### src/rtl/huffman_bit_packer.sv
`timescale 1ns/1ps
// huffman_bit_packer: latches a six-entry Huffman code table and packs symbol
// codes MSB-first into bytes, zero-padding the final byte of each message.
module huffman_bit_packer #(
  parameter int BUF_W = 16
) (
  input  logic       clk,
  input  logic       reset,
  input  logic       code_valid,
  input  logic [7:0] HC1,
  input  logic [7:0] HC2,
  input  logic [7:0] HC3,
  input  logic [7:0] HC4,
  input  logic [7:0] HC5,
  input  logic [7:0] HC6,
  input  logic [7:0] M1,
  input  logic [7:0] M2,
  input  logic [7:0] M3,
  input  logic [7:0] M4,
  input  logic [7:0] M5,
  input  logic [7:0] M6,
  input  logic       sym_valid,
  input  logic [7:0] sym_data,
  input  logic       sym_last,
  output logic       sym_ready,
  output logic       out_valid,
  output logic [7:0] out_data,
  output logic       out_last,
  input  logic       out_ready,
  output logic [3:0] pad_bits,
  output logic       table_err,
  output logic       sym_err
);

  localparam int NW = $clog2(BUF_W + 1);
  localparam logic [NW-1:0] N_BYTE = NW'(8);
  localparam logic [NW-1:0] N_FULL = NW'(BUF_W);

  typedef enum logic [1:0] {
    IDLE  = 2'd0,
    RUN   = 2'd1,
    FLUSH = 2'd2
  } state_t;

  function automatic logic [3:0] mask_ones(input logic [7:0] m);
    logic [3:0] cnt;
    cnt = 4'd0;
    for (int i = 0; i < 8; i++) begin
      cnt = cnt + {3'd0, m[i]};
    end
    return cnt;
  endfunction

  function automatic logic [7:0] len_mask(input logic [3:0] len);
    logic [8:0] full;
    full = (9'd1 << len) - 9'd1;
    return full[7:0];
  endfunction

  // A mask is usable only as a contiguous run of 1..8 ones starting at bit 0.
  function automatic logic mask_is_run(input logic [7:0] m, input logic [3:0] len);
    return (len != 4'd0) && (m == len_mask(len));
  endfunction

  state_t           state_q, state_d;
  logic             code_valid_q, code_valid_d;
  logic [7:0]       code_q [0:5];
  logic [7:0]       code_d [0:5];
  logic [3:0]       len_q  [0:5];
  logic [3:0]       len_d  [0:5];
  logic [BUF_W-1:0] acc_q, acc_d;
  logic [NW-1:0]    n_q, n_d;
  logic             sym_ready_q, sym_ready_d;
  logic             out_valid_q, out_valid_d;
  logic [7:0]       out_data_q, out_data_d;
  logic             out_last_q, out_last_d;
  logic [3:0]       pad_bits_q, pad_bits_d;
  logic             table_err_q, table_err_d;
  logic             sym_err_q, sym_err_d;

  logic [7:0]       hc_in [0:5];
  logic [7:0]       m_in  [0:5];
  logic             cap_edge, cap, sym_hs, out_hs, sym_bad;
  logic [2:0]       sym_idx;
  logic [3:0]       sym_len, ones;
  logic [7:0]       sym_code;
  logic [BUF_W-1:0] acc_sh, ins;
  logic [NW-1:0]    n_sh, ins_sh;

  // Next-state, table capture, accumulator update and registered output decode.
  always_comb begin
    state_d      = state_q;
    code_valid_d = code_valid;
    code_d       = code_q;
    len_d        = len_q;
    acc_d        = acc_q;
    n_d          = n_q;
    table_err_d  = table_err_q;
    sym_err_d    = sym_err_q;
    ones         = 4'd0;

    hc_in[0] = HC1; hc_in[1] = HC2; hc_in[2] = HC3;
    hc_in[3] = HC4; hc_in[4] = HC5; hc_in[5] = HC6;
    m_in[0]  = M1;  m_in[1]  = M2;  m_in[2]  = M3;
    m_in[3]  = M4;  m_in[4]  = M5;  m_in[5]  = M6;

    sym_hs   = sym_valid & sym_ready_q;
    out_hs   = out_valid_q & out_ready;
    cap_edge = code_valid & ~code_valid_q;
    cap      = cap_edge & ((state_q == IDLE) |
                           ((state_q == RUN) & (n_q == '0) & ~sym_hs));

    case (sym_data)
      8'd1, 8'd2, 8'd3, 8'd4, 8'd5, 8'd6: begin
        sym_idx = 3'(sym_data - 8'd1);
        sym_bad = 1'b0;
      end
      default: begin
        sym_idx = 3'd0;
        sym_bad = 1'b1;
      end
    endcase
    sym_len  = sym_bad ? 4'd0 : len_q[sym_idx];
    sym_code = sym_bad ? 8'd0 : (code_q[sym_idx] & len_mask(sym_len));

    // Emission happens first so a same-cycle accept lands behind the freed byte.
    acc_sh = out_hs ? (acc_q << 4'd8) : acc_q;
    n_sh   = out_hs ? ((n_q >= N_BYTE) ? (n_q - N_BYTE) : '0) : n_q;
    ins_sh = N_FULL - n_sh - NW'(sym_len);
    ins    = {{(BUF_W-8){1'b0}}, sym_code} << ins_sh;

    if (cap) begin
      for (int k = 0; k < 6; k++) begin
        ones = mask_ones(m_in[k]);
        code_d[k] = hc_in[k];
        if (mask_is_run(m_in[k], ones)) begin
          len_d[k] = ones;
        end else begin
          len_d[k]    = 4'd0;
          table_err_d = 1'b1;
        end
      end
    end else begin
      table_err_d = table_err_q;
    end

    case (state_q)
      IDLE: begin
        if (cap) begin
          state_d = RUN;
          acc_d   = '0;
          n_d     = '0;
        end else begin
          state_d = IDLE;
        end
      end
      RUN: begin
        acc_d = acc_sh;
        n_d   = n_sh;
        if (sym_hs) begin
          acc_d = acc_sh | ins;
          n_d   = n_sh + NW'(sym_len);
          if (sym_bad) begin
            sym_err_d = 1'b1;
          end else begin
            sym_err_d = sym_err_q;
          end
          if (sym_last) begin
            state_d = FLUSH;
          end else begin
            state_d = RUN;
          end
        end else begin
          state_d = RUN;
        end
      end
      FLUSH: begin
        if (out_hs && (n_q <= N_BYTE)) begin
          acc_d   = '0;
          n_d     = '0;
          state_d = RUN;
        end else if (out_hs) begin
          acc_d = acc_sh;
          n_d   = n_sh;
        end else begin
          state_d = FLUSH;
        end
      end
      default: begin
        state_d = IDLE;
        acc_d   = '0;
        n_d     = '0;
      end
    endcase

    sym_ready_d = (state_d == RUN) && (n_d <= N_BYTE);
    out_valid_d = ((state_d == RUN) && (n_d >= N_BYTE)) || (state_d == FLUSH);
    out_last_d  = (state_d == FLUSH) && (n_d <= N_BYTE);
    pad_bits_d  = out_last_d ? 4'(N_BYTE - n_d) : 4'd0;
    out_data_d  = acc_d[BUF_W-1 -: 8];
  end

  // State, table and output registers.
  always_ff @(posedge clk or posedge reset) begin
    if (reset) begin
      state_q      <= IDLE;
      code_valid_q <= 1'b0;
      for (int k = 0; k < 6; k++) begin
        code_q[k] <= 8'd0;
        len_q[k]  <= 4'd0;
      end
      acc_q        <= '0;
      n_q          <= '0;
      sym_ready_q  <= 1'b0;
      out_valid_q  <= 1'b0;
      out_data_q   <= 8'd0;
      out_last_q   <= 1'b0;
      pad_bits_q   <= 4'd0;
      table_err_q  <= 1'b0;
      sym_err_q    <= 1'b0;
    end else begin
      state_q      <= state_d;
      code_valid_q <= code_valid_d;
      code_q       <= code_d;
      len_q        <= len_d;
      acc_q        <= acc_d;
      n_q          <= n_d;
      sym_ready_q  <= sym_ready_d;
      out_valid_q  <= out_valid_d;
      out_data_q   <= out_data_d;
      out_last_q   <= out_last_d;
      pad_bits_q   <= pad_bits_d;
      table_err_q  <= table_err_d;
      sym_err_q    <= sym_err_d;
    end
  end

  assign sym_ready = sym_ready_q;
  assign out_valid = out_valid_q;
  assign out_data  = out_data_q;
  assign out_last  = out_last_q;
  assign pad_bits  = pad_bits_q;
  assign table_err = table_err_q;
  assign sym_err   = sym_err_q;

endmodule

### config.mk
export PLATFORM = sky130hd
export DESIGN_NAME = huffman_bit_packer
export DESIGN_NICKNAME = d
export VERILOG_FILES = /design/src/rtl/huffman_bit_packer.sv
export SDC_FILE = /design/constraint.sdc
export NUM_CORES = 1
export LEC_CHECK = 0
export BUFFER_PORTS_ARGS = -buffer_cell sky130_fd_sc_hd__buf_4
export CAP_MARGIN = 30
export CORE_MARGIN = 2
export CORE_UTILIZATION = 50
export DETAILED_ROUTE_END_ITERATION = 6
export MAX_ROUTING_LAYER = met4
export PLACE_DENSITY = 0.72
export SYNTH_ARGS = -nofsm -noshare
export SYNTH_HDL_FRONTEND = slang
export SYNTH_SLANG_ARGS = --single-unit
### constraint.sdc
create_clock -name clk -period 11.7 [get_ports clk]
set_clock_uncertainty 0.2 [all_clocks]
set_input_delay 0.585 -clock clk [delete_from_list [all_inputs] [get_ports clk]]
set_output_delay 0.585 -clock clk [all_outputs]
set_load 0.005 [all_outputs]
* Word-level counts from Yosys, hierarchy flattened *
Cells that the tools add are included.

operators by class
  reduce and logical (&&, ||, !) cells = 23
  shift-type cells = 8
  order comparisons = 5
  bitwise operators = 13
  multiplexer cells = 41
  add/subtract/negate cells = 55
  equality and inequality tests = 19

operator list
  operator                                                         number
  adder 4 x 1 -> 4 bit                                             24
  2-to-1 mux 16 bit                                                5
  << shifter 1 x 4 -> 8 bit (first input constant)                 7
  subtractor 8 x 1 -> 8 bit (second input constant)                7
  equality test 8 bit                                              6
  one-hot mux 16 bit (3 select lines)                              1
  2-to-1 mux 4 bit                                                 10
  2-to-1 mux 5 bit                                                 6
  adder 3 x 1 -> 4 bit                                             6
  binary-select mux 8 bit (select 3 bit)                           1
  equality test 8 x 3 -> 1 bit (second input constant)             3
  2-to-1 mux 8 bit                                                 3
  nonzero test 4 bit                                               6
  adder 2 x 1 -> 3 bit                                             6
  equality test 8 x 2 -> 1 bit (second input constant)             2
  OR 16 bit                                                        1
  << shifter 8 x 5 -> 16 bit                                       1
  one-hot mux 5 bit (3 select lines)                               1
  adder 1 x 1 -> 2 bit                                             6
  binary-select mux 4 bit (select 3 bit)                           1
  >= comparator 5 x 4 -> 1 bit (second input constant)             2
  less-or-equal comparator 5 x 4 -> 1 bit (second input constant)  2
  logical AND 1 bit                                                10
  AND 8 bit                                                        1
  27 further kinds                                                 46

storage, ports and cells
  output and inout bits = 17
  bits of input ports = 110
  word-level logic and storage cells = 187
  flip-flop bits (word level) = 105

* Logic depth before layout (Yosys ltp) *
  depth in word-level cells = 17
  mapped depth = 21
  gate-level depth less buffers = 20

* Worst setup path before layout *
No wires, ideal clock.

  kind = input -> register
  start point = input sym_data[0]
  end point = register acc_q[4]
  arrival time = 5.158 ns
  slack = 6.273 ns
  data required time = 11.431 ns
  cell stages on the path = 20
  setup time = 0.069 ns
  path through = buf_2 > inv_1 > buf_1 > ha_1 > mux2_4 > o2111ai_2 > a31o_1 > o22ai_1 > nor2_1 > ha_1 > inv_1 > fa_1 > a21o_1 > a21oi_1 > xnor3_1 > nor3b_1 > and3_1 > nand2_1 > or4_1 > nand3_1

between the ends
  word-level cells in the longest chain between the ends = 16

RTL lines
  what                                                  line      RTL
  start: declaration                                    23        input logic [7:0] sym_data,
  equality test 8 x 1 -> 1 bit (tied with other cells)  113       case (sym_data)
  OR reduction 6 bit                                    113
  2-to-1 mux 3 bit                                      113
  inverter 3 -> 4 bit (not written as such)             123, 124
  binary-select mux 4 bit (select 3 bit)                123       sym_len = sym_bad ? 4'd0 : len_q[sym_idx];
  2-to-1 mux 4 bit (not written as such) (2 in series)  123
  2-to-1 mux 4 bit                                      123
  << shifter 1 x 4 -> 8 bit                             56        full = (9'd1 << len) - 9'd1;
  subtractor 8 x 1 -> 8 bit                             56
  AND 8 bit                                             124       sym_code = sym_bad ? 8'd0 : (code_q[sym_idx] & len_mask(sym_len));
  2-to-1 mux 8 bit                                      124
  << shifter 8 x 5 -> 16 bit *                          130       ins = {{(BUF_W-8){1'b0}}, sym_code} << ins_sh;
  OR 16 bit *                                           161       acc_d = acc_sh | ins;
  2-to-1 mux 16 bit *                                   160       if (sym_hs) begin
  one-hot mux 16 bit (3 select lines) *                 147       case (state_q)
  end signal: assignment                                212       acc_q <= '0;
  end signal: assignment                                226       acc_q <= acc_d;
  end: declaration                                      71        logic [BUF_W-1:0] acc_q, acc_d;

Mark *: on every way between the ends. The rest lies on a longest branch, timed or not. The select of a mux whose other input is x is not followed.
A chain may end at the register's enable or synchronous reset.

* Worst setup path after layout *
Ends and elaborated chain as after synthesis.

==> results.md <==
* Outcome: completed
* Max IR drop VDD at about 0.00012 V
* Hold-fix buffers, CTS at 0
* Setup TNS Final at 0 ps
* Design Power at around 1.6 mW
* CTS Buffer Depth at 2
* Largest family of logic cells by synthesized area: simple AND/OR/NAND/NOR gates
* # clock sinks at between 100 and 150
* Global-route wire length before repair at between 30000 and 40000 um
* Initial DRC count at 460
* # rows at between 40 and 50
* Unrepaired setup endpoints after global routing: false
* Clock power share at 18.9%
* Die area at approximately 19000 um^2
* H-Tree Depth at 3
* Combinational power share at ~50%
* Routed wire length at ~21000 um
* IO Port Bufs at 126
* Crit-path max FO at 27
* Final hold viol count at 0
* Async set or reset register ratio after synthesis at 100%
* Worst hold margin at between 40 and 50 ps
* Synth Instances at between 1k and 1.5k
* CP arrival at 6690 ps
* Syn Nets at between 1k and 1.5k
* Initial antenna violation count at 0
* Synth Area in Compound Gates at a little under a fifth
* Clk_lat worst skew at roughly 370 ps
* Routed wire per std cell at about 15 um
* # resized after CTS at 0
* Die W at roughly 140 um
* Multiplexer area fraction after synthesis at just over 6%
* Ys flop type: dfrtp_1
* First-pass detailed-route iteration total at 5
* Yosys reg bits at around 110
* Internal at approximately 0.95 mW
* CTS tree: built
* Cell area after synthesis at between 8000 and 9000 um^2
* Leakage at approximately 4.8 nW
* Vias at between 7k and 8k
* Sw Share at about two fifths
* Remaining Overflow, GRT at 0
* Synth cell types at 88
* Largest net degree at the start of global routing at 85
* Sequential share of power at 31.0%
* Initial core utilization at 50.8%
* Chip height at ~140 um
* Hold crit path type: input port to asynchronous set/reset pin
* Mean Syn Cell Area at approximately 8.4 um^2
* Seq/Total Area, Yosys at between 20% and 30%
* Root Buffer: clkbuf_16
* Number of flops mapped to enable cells by yosys at 0
* Post-synthesis xor/xnor area fraction at about 4.9%
* Global-route total usage across every layer at about a quarter
* Vias in the first global route at about 7.6k
* Ant diodes at 0
* Nets at ~1.3k
* Pwr/cell area at between 150 and 200 nW/um^2
* Final Setup Violations at 0
* Post-Synth Adder-Cell Area at between 10% and 20%
* Synth-to-Final Area Change at 15.7%
* Max Freq at between 0.15 and 0.2 GHz
* Yosys warning total at 0
* HPWL after DPL at approximately 16000 um
* Worst EP required at about 12000 ps
* GP Congestion at 0.902
* Share of layout cells above drive strength 1 at between 10% and 20%
* Fin crit share at ~56%
* Slew Limit Headroom at between 30 and 40%
* Startpoint Class: input port
* Fillers at roughly 1.6k
* Postcts setup bufs at 0
* WS Path Type: input port to flop
* Simple-gate area share of the yosys netlist at ~22%
* Antenna Nets Post-Route at 0
* Top Ports at 127
* Max-Cap Viols at 0
* Period minus WS final at approximately 6600 ps
* Clock transition at path regs at roughly 80 ps
* Routed vias/inst at roughly 5.7
* Core Region at 17200 um^2
* Slew Limit Fails at 0
* DR DRC count at 0
* Total CTS buffers at 9
* Slew @ Worst Pin at between 800 and 900 ps
* NetSw at a little under 0.7 mW
* Nature of the critical path endpoint: flop
* Number of cells on the worst reg-to-reg path at 15
layout by cell type (no fill, tap or decap), types with 8 or more instances in the layout:
cell	count
a21oi_1	38
xnor2_1	27
clkbuf_16	9
and3_1	8
nor2b_1	8
nor4_1	12
buf_4	132
o31ai_1	15
mux4_2	9
and2_1	13
ha_1	44
fa_1	27
or3_1	8
nor2_1	57
nand2_1	232
nor3_1	23
dfrtp_1	105
a22oi_1	9
a22o_1	10
inv_1	74
nand3_1	33
mux2i_1	28
a21o_1	13
o21ai_0	48
xor2_1	18
worst paths after layout:
path	from	endpoint	slack, ps
worst min-delay path	reset	out_data[5]$_DFFE_PP0P_	50
min in group clk	code_valid	code_valid_q$_DFF_PP0_	140
worst max register to register	len_q[9]$_DFFE_PP0P_	acc_q[4]$_DFFE_PP0P_	7100
max in group asynchronous	reset	table_err$_DFFE_PP0P_	10070
worst min register to register	len_q[0]$_DFFE_PP0P_	len_q[0]$_DFFE_PP0P_	270
worst max-delay path	sym_data[0]	acc_q[4]$_DFFE_PP0P_	5110
cell type report:
type / instances / area, um^2 / share of cell area (%)
Clock buffer: 9 / 225 / 2.22
Inverter: 79 / 302 / 2.97
Multi-Input combinational cell: 814 / 5630 / 55.5
Tap cell: 225 / 282 / 2.78
Timing Repair Buffer: 132 / 991 / 9.78
Sequential cell: 105 / 2630 / 25.9
Clock inverter: 7 / 81.3 / 0.802
logic make-up after synthesis:
group | after synthesis
AND/OR/NAND/NOR | 429
AO/OA/AOI/OAI | 226
buffers and inverters | 128
flip-flops | 105
adder cells (fa/ha/maj) | 71
XOR/XNOR | 47
multiplexers | 41
power groups by stage:
stage / clock [mW] / sequential, mW / combinational, mW
2_1_floorplan: 0 / 0.495 / 0.630
3_3_place_gp: 0 / 0.512 / 0.792
3_5_place_dp: 0 / 0.512 / 0.813
4_1_cts: 0.315 / 0.506 / 0.817
5_1_grt: 0.329 / 0.517 / 0.926
6_report: 0.309 / 0.507 / 0.817
registers in the layout, summed over array words and instances (netlist names):
name / count
acc_q: 8
out_valid: 1
code_q: 48
sym_ready: 1
n_q: 5
table_err: 1
len_q: 24
out_last: 1
sym_err: 1
out_data: 8
state_q: 2
pad_bits: 4
code_valid_q: 1
cell usage after synthesis (all sizes together) (8+ instances only):
master / n / area, um^2
xnor2: 27 / 236
mux2i: 28 / 280
fa: 27 / 541
o21ai: 55 / 275
nand3: 33 / 165
a22oi: 9 / 67.6
a21oi: 39 / 199
o31ai: 16 / 125
and2: 16 / 100
or3: 8 / 50.1
and3: 9 / 61.3
nor2: 58 / 218
buf: 14 / 91.3
mux4: 9 / 203
ha: 44 / 551
xor2: 19 / 174
a21o: 13 / 97.6
nor2b: 8 / 50.1
nor4: 12 / 75.1
nand2: 232 / 871
a22o: 11 / 105
clkbuf: 35 / 131
dfrtp: 105 / 2630
inv: 77 / 292
nor3: 25 / 135
through the flow:
stage / setup WS, ps / cells / instance area [um^2] / util (%)
6_report: 5110 / 1371 / 10100 / 58.8
5_1_grt: 4510 / 1371 / 10100 / 58.8
4_1_cts: 5130 / 1371 / 10100 / 58.8
3_5_place_dp: 4770 / 1355 / 9830 / 57.0
3_3_place_gp: 4970 / 1353 / 9820 / 56.9
2_1_floorplan: 6270 / 1047 / 8760 / -
layer usage:
| layer | track usage (%) | wire [um] | share of wire (%) | vias to the layer above |
|---|---|---|---|---|
| met5 | - | 0 | 0 | - |
| met4 | 6.94 | 388 | 1.8 | 0 |
| met3 | 3.95 | 924 | 4.4 | 37 |
| met2 | 39.6 | 10300 | 49 | 189 |
| met1 | 31.7 | 9540 | 45 | 3725 |
| li1 | - | - | - | 3852 |
worst max-delay path, cell delays in order:
cell,delay (ps)
buf_4,350
inv_1,360
ha_1,990
clkinv_1,580
a21o_1,290
o22ai_1,490
nor2_1,130
ha_1,220
inv_1,120
fa_1,430
a21o_1,170
a21oi_1,210
xnor3_1,340
nor3b_1,310
and3_1,270
nand2_1,190
or4_1,530
nand3_1,90
No activity file was read; power rests on OpenSTA's default activity.
